File: src/rtl/classificador_digito_pkg.sv
// Shared constants and types for the digit classifier stage that scores
// template difference arrays and picks the best-matching digit.
package classificador_digito_pkg;

  localparam int NUM_DIGITS = 10;
  localparam int NUM_ROWS   = 11;
  localparam int NUM_COLS   = 11;
  localparam int PIX_W      = 8;
  localparam int SCORE_W    = 16;
  localparam int SUM_W      = 12;
  localparam int CNT_W      = 4;

  typedef logic [SCORE_W-1:0] score_t;

  localparam score_t THRESHOLD = score_t'(6000);

  localparam logic [CNT_W-1:0] LAST_ROW   = CNT_W'(NUM_ROWS - 1);
  localparam logic [CNT_W-1:0] LAST_DIGIT = CNT_W'(NUM_DIGITS - 1);

  typedef enum logic [1:0] {
    IDLE,
    ACCUM,
    DONE
  } state_t;

endpackage

File: src/rtl/classificador_digito_soma_linha.sv
// Combinational sum of one row of unsigned difference pixels; kept generic so
// other scoring stages can reuse it with their own row geometry.
module soma_linha
  import classificador_digito_pkg::*;
#(
  parameter int N_COLS = NUM_COLS,
  parameter int P_W    = PIX_W,
  parameter int S_W    = SUM_W
) (
  input  logic [N_COLS*P_W-1:0] row,
  output logic [S_W-1:0]        sum
);

  // Written as a chain; synthesis rebalances it into a tree.
  always_comb begin
    sum = '0;
    for (int c = 0; c < N_COLS; c++) begin
      sum = sum + S_W'(row[c*P_W +: P_W]);
    end
  end

endmodule

File: src/rtl/classificador_digito.sv
// Accumulates each template digit's 121 differences into a score and reports
// the lowest-scoring digit, its score and whether it passes the reject threshold.
module classificador_digito
  import classificador_digito_pkg::*;
(
  input  logic                      clk,
  input  logic                      reset,
  input  logic                      start,
  input  logic [NUM_COLS*PIX_W-1:0] diff_row,
  input  logic                      row_valid,
  output logic                      row_ready,
  output logic                      busy,
  output logic                      done,
  output logic [3:0]                digit_out,
  output logic [SCORE_W-1:0]        min_score,
  output logic                      match_ok
);

  state_t           state;
  score_t           acc;
  score_t           best_score;
  logic [CNT_W-1:0] row_cnt;
  logic [CNT_W-1:0] dig_cnt;
  logic [CNT_W-1:0] best_idx;
  logic             best_valid;

  logic [SUM_W-1:0] row_sum;
  score_t           cand;
  score_t           next_score;
  logic [CNT_W-1:0] next_idx;
  logic             accept;
  logic             take;

  soma_linha #(
    .N_COLS(NUM_COLS),
    .P_W   (PIX_W),
    .S_W   (SUM_W)
  ) u_soma_linha (
    .row(diff_row),
    .sum(row_sum)
  );

  // Strict less-than keeps the earlier (lower) digit on ties.
  assign accept     = (state == ACCUM) && row_valid && row_ready;
  assign cand       = acc + score_t'(row_sum);
  assign take       = !best_valid || (cand < best_score);
  assign next_score = take ? cand : best_score;
  assign next_idx   = take ? dig_cnt : best_idx;

  always_ff @(posedge clk) begin
    if (reset) begin
      state      <= IDLE;
      acc        <= '0;
      best_score <= '0;
      row_cnt    <= '0;
      dig_cnt    <= '0;
      best_idx   <= '0;
      best_valid <= 1'b0;
      row_ready  <= 1'b0;
      busy       <= 1'b0;
      done       <= 1'b0;
      digit_out  <= '0;
      min_score  <= '0;
      match_ok   <= 1'b0;
    end else begin
      case (state)
        IDLE: begin
          if (start) begin
            acc        <= '0;
            row_cnt    <= '0;
            dig_cnt    <= '0;
            best_valid <= 1'b0;
            busy       <= 1'b1;
            row_ready  <= 1'b1;
            state      <= ACCUM;
          end
        end
        ACCUM: begin
          if (accept) begin
            if (row_cnt != LAST_ROW) begin
              acc     <= cand;
              row_cnt <= row_cnt + 1'b1;
            end else begin
              best_score <= next_score;
              best_idx   <= next_idx;
              best_valid <= 1'b1;
              acc        <= '0;
              row_cnt    <= '0;
              // Results are loaded here so they are valid alongside done.
              if (dig_cnt == LAST_DIGIT) begin
                row_ready <= 1'b0;
                done      <= 1'b1;
                digit_out <= next_idx;
                min_score <= next_score;
                match_ok  <= (next_score <= THRESHOLD);
                state     <= DONE;
              end else begin
                dig_cnt <= dig_cnt + 1'b1;
              end
            end
          end
        end
        DONE: begin
          done  <= 1'b0;
          busy  <= 1'b0;
          state <= IDLE;
        end
        default: state <= IDLE;
      endcase
    end
  end

endmodule

File: config.mk
export PLATFORM = sky130hd
export DESIGN_NAME = classificador_digito
export DESIGN_NICKNAME = d
export VERILOG_FILES = /design/src/rtl/classificador_digito_pkg.sv /design/src/rtl/classificador_digito_soma_linha.sv /design/src/rtl/classificador_digito.sv
export SDC_FILE = /design/constraint.sdc
export NUM_CORES = 1
export LEC_CHECK = 0
export CELL_PAD_IN_SITES_DETAIL_PLACEMENT = 1
export CELL_PAD_IN_SITES_GLOBAL_PLACEMENT = 1
export CORE_MARGIN = 2
export CORE_UTILIZATION = 44
export DETAILED_ROUTE_END_ITERATION = 8
export GPL_ROUTABILITY_DRIVEN = 0
export PLACE_DENSITY_LB_ADDON = 0.25
export SYNTH_ARGS = -nofsm -noshare
export SYNTH_HDL_FRONTEND = slang
export SYNTH_HIERARCHICAL = 1
export SYNTH_SLANG_ARGS = --single-unit
export TNS_END_PERCENT = 1
File: constraint.sdc
create_clock -name clk -period 15.41 [get_ports clk]
set_clock_uncertainty 0.15 [all_clocks]
set_input_delay 3.082 -clock clk [delete_from_list [all_inputs] [get_ports clk]]
set_output_delay 3.082 -clock clk [all_outputs]
set_load 0.01 [all_outputs]
==> out/metrics.yaml, run 1 <==
outcome: "complete, no violations"
clock-sinks: 71
detail-route-antenna-nets: 0
ys_async_sr_fraction_pct: 0
grt_util_met3_pct: 3.78
io_buffers: 115
tns_ns: 0
start_kind: "input port"
worst_path_largest_cell_delay_ns: 0.54
drc: 0
r2r_start: "acc[1]"
grt_overflow: 0
rows: 43
antenna_found_initial: 0
synthCells: 708
drt_iter0_drc: 188
clk_path_buf_depth: 2
fin_util_pct: 56.8
seq_area_um2: 1420
timing.final.hold_violations: 0
die_w_um: 123
wirelength_mm: 16.1
worstHoldStart: "min_score[2]"
cts_made_buffers: 9
period_needed_ns: 11.65
end_kind: "flip-flop"
ios: 116
path_common_cell: "fa_1"
wl_per_cell_um: 16.2
synth_top_area_share_pct: 22.6
place_inst: 982
mostFrequentLayoutCell: "inv_1"
multi_input_area_um2: 4230
syn_area_per_cell_um2: 8.86
setup_viol: 0
syn2layout_area_growth_pct: 25.7
via_per_inst: 5.28
grt.busiest_layer: "met2"
drive_gt1_share_pct: 3.91
ys_ff_latch: 71
grt_pass1_wl_mm: 26.7
cp.required_ns: 15.52
synthFlopType: "dfxtp_1"
max_freq_ghz: 0.0858
rsz0062_at_grt: "no"
met2_usage_pct: 42.0
synth.distinct_cells: 57
grt_pass1_vias: 5726
worstPathArrival_ns: 11.77
synth_edf_count: 0
synth_area_leaders: "dfxtp_1, fa_1, ha_1, inv_1, mux2i_1"
die_area_um2: 15200
grt_usage_pct: 22.2
crit_start: "diff_row[2]"
num-nets-final: 1024
postCtsSetupRepairBufs: 0
postCtsHoldBufs: 0
first_pass_iters: 4
instances_no_fill: 998
cts_resized: 0
synth_area_um2: 6280
slowest_stage: "fa_1"
cp_max_fo: 19
coreArea_um2: 13900
seq_area_frac_synth_pct: 22.6
dieHeight_um: 123
grt.met1_usage_pct: 26.0
cap_violations: 0
initial_utilization_pct: 45.2
cts_root_buf: "clkbuf_16"
yosysWarnings: 6
synth_nets: 919
slew_headroom_pct: 28.2
cts.clk_slew.worst_paths_ns: 0.06
hold_class: "flip-flop to flip-flop"
num_vias: 5274
dp_hpwl_mm: 13.1
yosysTopAreaCell: "dfxtp_1"
cts_tree: "done"
slew_violations: 0
worst_pin_slew_ns: 1.07
clkLatencyLatePin_ns: 0.33
diodes: 0
worstSetupPathType: "input port to flip-flop"
cts-htree-levels: 3
period_share_pct: 75.6
nFillCells: 1657
mostFrequentLayoutCells: "inv_1, clkdlybuf4s50_1, nor2_1, fa_1, dfxtp_1"
grt_max_degree: 71
logic make-up (layout without fill, tap and decap cells):
family	after synthesis	in the layout	share of synthesized area, %
AND/OR/NAND/NOR	169	169	12.5
buffers and inverters	160	270	9.93
AO/OA/AOI/OAI	135	135	14.5
adder cells (fa/ha/maj)	119	119	32.2
flip-flops	71	71	22.6
multiplexers	29	29	4.67
XOR/XNOR	25	25	3.49
synth_stat cells (3+ instances only):
cell type  number
a211oi_1       19
inv_1         134
nor3_1         13
o211ai_1        7
clkbuf_1       14
nand4_1         7
xnor2_1        16
a211o_1         3
nand3_1        13
and3_1          4
a21oi_1        40
o31ai_1         3
fa_1           71
o21ai_0        12
a2111oi_0       3
dfxtp_1        71
nor4_1          3
xor2_1          9
mux2i_1        27
a22oi_1        11
and2_1          5
nor2_1         72
o21ai_1         6
nor2b_1         3
buf_2           9
nand2_1        32
ha_1           48
a31oi_1         6
a21o_1         10
nand2b_1        4
metal layers:
layer / vias to the layer above / wire length (um)
met2: 79 / 8860
met1: 2630 / 6450
met5: - / 0
met3: 18 / 621
met4: 0 / 210
li1: 2547 / -
final timing paths:
path | endpoint | slack [ns] | cells after the start
max reg2reg | match_ok | 10.73 | 15
min | min_score[2] | 0.31 | 2
min reg2reg | min_score[2] | 0.31 | 2
max | match_ok | 3.76 | 32
worst max-delay path, delay by kind of cell:
family / cells / cell delay (ns)
AOI/OAI and AO/OA: 12 / 2.45
and+or+nand+nor: 2 / 0.51
buffers and inverters: 6 / 1.10
muxes: 1 / 0.30
xor gates and xnor gates: 2 / 0.42
adders and majority gates: 9 / 3.92
state kept, by name (all words and copies together), names as in the netlist, 2 cells and up:
register and cells:
acc 16, best_score 16, min_score 16, best_idx 4, dig_cnt 4, digit_out 4, row_cnt 4, state 2
per-stage QoR:
stage / setup WS (ns) / area [um^2] / hold slack [ns]
after global placement: 3.81 / 7560 / 0.297
after floorplan: 5.14 / 6280 / 0.286
final: 3.76 / 7890 / 0.311
after global routing: 3.30 / 7890 / 0.345
after detailed placement: 3.46 / 7560 / 0.306
after CTS: 3.77 / 7890 / 0.314
cell type report:
cell class                      count  area share (%)
Multi-Input combinational cell    477            53.7
Sequential cell                    71            18.0
Clock inverter                      5            1.03
Timing Repair Buffer              119            14.9
Tap cell                          180            2.86
Inverter                          135            6.42
Clock buffer                       11            3.08
Power of run 1 is not shown: default switching activity piles up to over one toggle a cycle in this logic, so the estimate is an artifact.
==> run 2: changes to the inputs <==
CORE_UTILIZATION = 41   (was 44)
clock period = 12.15 ns   (was 15.41 ns; I/O delays follow)
==> run 2 against run 1 <==
Effect of this change:
- via count increased by 0.11%
- worst hold slack got worse by 0.0074 ns
- critical path type unchanged
- non-clock buffer count increased by 1
==> out/metrics.yaml, run 2 (synthesis gave the netlist of run 1 again) <==
rsz0062_at_grt: "no"
period_needed_ns: 10.90
rows: 45  # +4.7%
cp_max_fo: 21  # +2
die_w_um: 128  # +3.5%
cts_tree: "done"
ios: 116  # unchanged
worstPathArrival_ns: 11.02  # -0.75 ns
crit_end: "match_ok"
slew_headroom_pct: 24.0  # -4.2 points
grt.met1_usage_pct: 24.0  # -2.1 points
coreArea_um2: 15100  # +8.7%
antenna_found_initial: 0  # unchanged
slew_violations: 0  # unchanged
path_common_cell: "fa_1"
r2r-end: "match_ok"
wl_per_cell_um: 16.3  # +1.0%
grt_usage_pct: 20.8  # -1.4 points
timing.final.hold_violations: 0  # unchanged
detail-route-antenna-nets: 0  # unchanged
grt_overflow: 0  # unchanged
worst_path_largest_cell_delay_ns: 0.56  # +0.02 ns
num-nets-final: 1025  # +0.098%
num_vias: 5280  # +0.11%
syn2layout_area_growth_pct: 26.3
nFillCells: 1743  # +5.2%
drt_iter0_drc: 181  # -3.7%
period_share_pct: 89.7
grt_pass1_vias: 5845  # +2.1%
drc: 0  # unchanged
slowest_stage: "fa_1"
first_pass_iters: 6  # +2
r2r_slack_ns: 7.67  # -3.06 ns
hold_class: "flip-flop to flip-flop"
clkLatencyLatePin_ns: 0.34  # about the same
met2_usage_pct: 39.8  # -2.1 points
crit_start: "diff_row[2]"
worstSetupPathType: "input port to flip-flop"
cts_made_buffers: 9  # unchanged
cts-htree-levels: 3  # unchanged
outcome: "complete, no violations"
via_per_inst: 5.24  # -0.78%
rr_worst_depth: 15  # unchanged
cp.required_ns: 12.27  # -3.25 ns
setup_viol: 0  # unchanged
fin_area_um2: 7920  # +0.46%
drive_gt1_share_pct: 4.15  # +0.24 points
initial_utilization_pct: 41.6  # -3.6 points
io_buffers: 115  # unchanged
postCtsHoldBufs: 0  # unchanged
worst_pin_slew_ns: 1.14  # +0.0634 ns
r2r_start: "acc[6]"
wirelength_mm: 16.5  # +1.9%
die_area_um2: 16300  # +7.1%
clock-sinks: 71  # unchanged
cts_root_buf: "clkbuf_16"
clk_path_buf_depth: 2  # unchanged
grt_util_met3_pct: 3.55  # -0.23 points
dieHeight_um: 128  # +3.5%
mostFrequentLayoutCell: "inv_1"
grt_pass1_wl_mm: 27.5  # +2.9%
cts_resized: 0  # unchanged
grt.busiest_layer: "met2"
mostFrequentLayoutCells: "inv_1, clkdlybuf4s50_1, nor2_1, fa_1, dfxtp_1"
dp_hpwl_mm: 13.1  # -0.62%
reg_top3: "acc x16, best_score x16, min_score x16"
grt_max_degree: 71  # unchanged
max_freq_ghz: 0.0917
diodes: 0  # unchanged
end_kind: "flip-flop"
worstHoldStart: "min_score[2]"
postCtsSetupRepairBufs: 0  # unchanged
tns_ns: 0  # unchanged
start_kind: "input port"
cts.clk_slew.worst_paths_ns: 0.06  # about the same
cap_violations: 0  # unchanged
dpl_cell_area_um2: 7580  # +0.23%
==> run 2: layer usage <==
metal	up-vias	routed length, um
met4	0	305
li1	2548	-
met5	-	0
met3	25	500
met1	2615	6730
met2	92	8920
==> run 2: how the worst min path moves through the flow <==
stage | to | slack, ns | depth (start not counted)
floorplan | acc[0] | 0.29 | 2
global placement | min_score[7] | 0.30 | 2
detailed placement | min_score[2] | 0.30 | 2
CTS | min_score[2] | 0.31 | 2
global route | min_score[14] | 0.34 | 2
finish | min_score[2] | 0.30 | 2
==> run 2: critical path, delay by kind of cell <==
family | cells | cell delay [ns]
buffers and inverters | 6 | 1.10
AO/OA/AOI/OAI | 12 | 2.41
AND/OR/NAND/NOR | 2 | 0.41
XOR/XNOR | 2 | 0.41
multiplexers | 1 | 0.29
adder cells (fa/ha/maj) | 9 | 3.95
==> run 2: layout make-up <==
class | count | area, um^2 | share of cell area [%]
timing repair buffer | 120 | 1180 | 14.9
clock buffer | 12 | 267 | 3.36
inverter | 135 | 507 | 6.40
clock inverter | 4 | 76.3 | 0.963
tap | 188 | 235 | 2.97
multi-input combinational | 477 | 4230 | 53.4
sequential | 71 | 1420 | 17.9
==> run 2: stage by stage <==
| stage | utilization (%) | cells | setup WS [ns] | hold slack, ns |
|---|---|---|---|---|
| final | 52.5 | 1007 | 1.25 | 0.304 |
| after global routing | 52.5 | 1007 | 0.704 | 0.337 |
| after CTS | 52.5 | 1007 | 1.24 | 0.309 |
| after detailed placement | 50.2 | 991 | 0.947 | 0.301 |
| after global placement | 50.2 | 991 | 1.26 | 0.296 |
| after floorplan | - | 708 | 2.53 | 0.286 |
Power of run 2 is left out for the same reason.
==> run 3: changes to the inputs <==
GPL_TIMING_DRIVEN = 0   (was default)
==> run 3 against run 2 <==
Effect of this change:
- maximum frequency increased by 2.5%
- die area unchanged
- worst hold slack improved by 0.0047 ns
==> out/metrics.yaml, run 3 (synthesis gave the netlist of run 1 again) <==
outcome: "complete, no violations"
crit_family: "adder cells"
place_ws_ns: 1.21  # +0.262 ns
holdPathEnd: "min_score[2]"
max_freq_ghz: 0.0940  # +2.5%
coreArea_um2: 15100  # unchanged
worstPathArrival_ns: 10.72  # -0.30 ns
slew_violations: 0  # unchanged
wl_per_cell_um: 16.2  # -0.96%
drt_iter0_drc: 189  # +4.4%
dieHeight_um: 128  # unchanged
cts.clk_slew.worst_paths_ns: 0.05  # about the same
num_vias: 5424  # +2.7%
end_kind: "flip-flop"
tns_ns: 0  # unchanged
grt_overflow: 0  # unchanged
cp.required_ns: 12.23  # -0.04 ns
place_inst: 1010  # +1.9%
setup_viol: 0  # unchanged
io_buffers: 114  # -0.87%
postCtsSetupRepairBufs: 0  # unchanged
cts-htree-levels: 3  # unchanged
cts_resized: 0  # unchanged
reg_top3: "acc x16, best_score x16, min_score x16"
cp_max_fo: 10  # -52%
ios: 116  # unchanged
r2r-end: "best_score[2]"
syn2layout_area_growth_pct: 26.1
period_share_pct: 87.5  # -2.2 points
postCtsHoldBufs: 0  # unchanged
grt_pass1_vias: 5961  # +2.0%
cts_made_buffers: 9  # unchanged
worst_path_largest_cell_delay_ns: 0.56  # about the same
timing.final.hold_violations: 0  # unchanged
via_per_inst: 5.29  # +0.92%
cts_tree: "done"
slew_headroom_pct: 37.0  # +13 points
grt_max_degree: 11  # -85%
drive_gt1_share_pct: 3.94  # -0.21 points
num-nets-final: 1044  # +1.9%
rows: 45  # unchanged
first_pass_iters: 4  # -2
r2r_start: "acc[0]"
grt_pass1_wl_mm: 28.3  # +2.7%
worstHoldStart: "min_score[2]"
clk_path_buf_depth: 2  # unchanged
rsz0062_at_grt: "no"
rr_worst_depth: 15  # unchanged
initial_utilization_pct: 41.6  # unchanged
start_kind: "input port"
diodes: 0  # unchanged
mostFrequentLayoutCell: "inv_1"
grt_usage_pct: 21.4  # +0.60 points
cts_root_buf: "clkbuf_16"
die_w_um: 128  # unchanged
period_needed_ns: 10.63  # -0.268 ns
nFillCells: 1797  # +3.1%
mostFrequentLayoutCells: "inv_1, clkdlybuf4s50_1, nor2_1, fa_1, dfxtp_1"
whs_path_depth: 2  # unchanged
critPathBufInv: 7  # +1
fin_area_um2: 7910  # -0.16%
slowest_stage: "fa_1"
drc: 0  # unchanged
wirelength_mm: 16.6  # +0.81%
detail-route-antenna-nets: 0  # unchanged
worstSetupPathType: "input port to flip-flop"
instances_no_fill: 1025  # +1.8%
worst_pin_slew_ns: 0.945  # -0.192 ns
dp_hpwl_mm: 14.0  # +7.0%
cap_violations: 0  # unchanged
dpl_cell_area_um2: 7650  # +0.94%
antenna_found_initial: 0  # unchanged
r2r_slack_ns: 7.87  # +0.20 ns
layout_setup_ws_ns: 1.52  # +0.268 ns
clock-sinks: 71  # unchanged
hold_class: "flip-flop to flip-flop"
path_common_cell: "fa_1"
clkLatencyLatePin_ns: 0.34  # about the same
die_area_um2: 16300  # unchanged
-- run 3: how the worst max path moves through the flow --
stage,depth (start not counted),start,slack (ns),to
floorplan,31,diff_row[2],2.53,min_score[5]
global placement,32,diff_row[2],1.36,match_ok
detailed placement,31,diff_row[26],1.21,best_score[2]
CTS,31,diff_row[26],1.49,best_score[2]
global route,31,diff_row[2],0.95,match_ok
finish,31,diff_row[2],1.52,best_score[2]
-- run 3: worst register-to-register path: stages (launching register included) --
cell and delay [ns]:
dfxtp_1 0.31, ha_1 0.24, fa_1 0.42, a21o_1 0.21, a211oi_2 0.29, o2111ai_1 0.23, o2111a_1 0.24, xor2_1 0.20
ha_1 0.33, and4_1 0.25, nand4_1 0.16, nand4_1 0.14, buf_2 0.31, buf_2 0.34, nor2_1 0.09, a211oi_1 0.28
-- run 3: per-stage QoR --
step                util (%)  hold WS [ns]
floorplan                  -         0.286
global placement        50.7         0.297
detailed placement      50.7         0.305
CTS                     52.4         0.313
global route            52.4         0.336
finish                  52.4         0.308
-- run 3: final cells by class --
type	instances	area (um^2)	share of cell area [%]
clock buffer	14	254	3.21
inverter	135	507	6.41
multi-input combinational	477	4230	53.5
buffer	25	116	1.47
clock inverter	1	5.00	0.0633
tap	188	235	2.97
sequential	71	1420	18.0
timing repair buffer	114	1140	14.4
-- run 3: layer usage --
| layer | track usage (%) | wire length (um) | share of wire, % | vias to the layer above |
|---|---|---|---|---|
| li1 | - | - | - | 2597 |
| met1 | 26.3 | 6960 | 42 | 2707 |
| met2 | 39.1 | 8750 | 53 | 97 |
| met3 | 3.80 | 628 | 3.8 | 23 |
| met4 | 5.11 | 241 | 1.5 | 0 |
| met5 | 0 | 0 | 0 | - |
Power of run 3 is left out for the same reason.
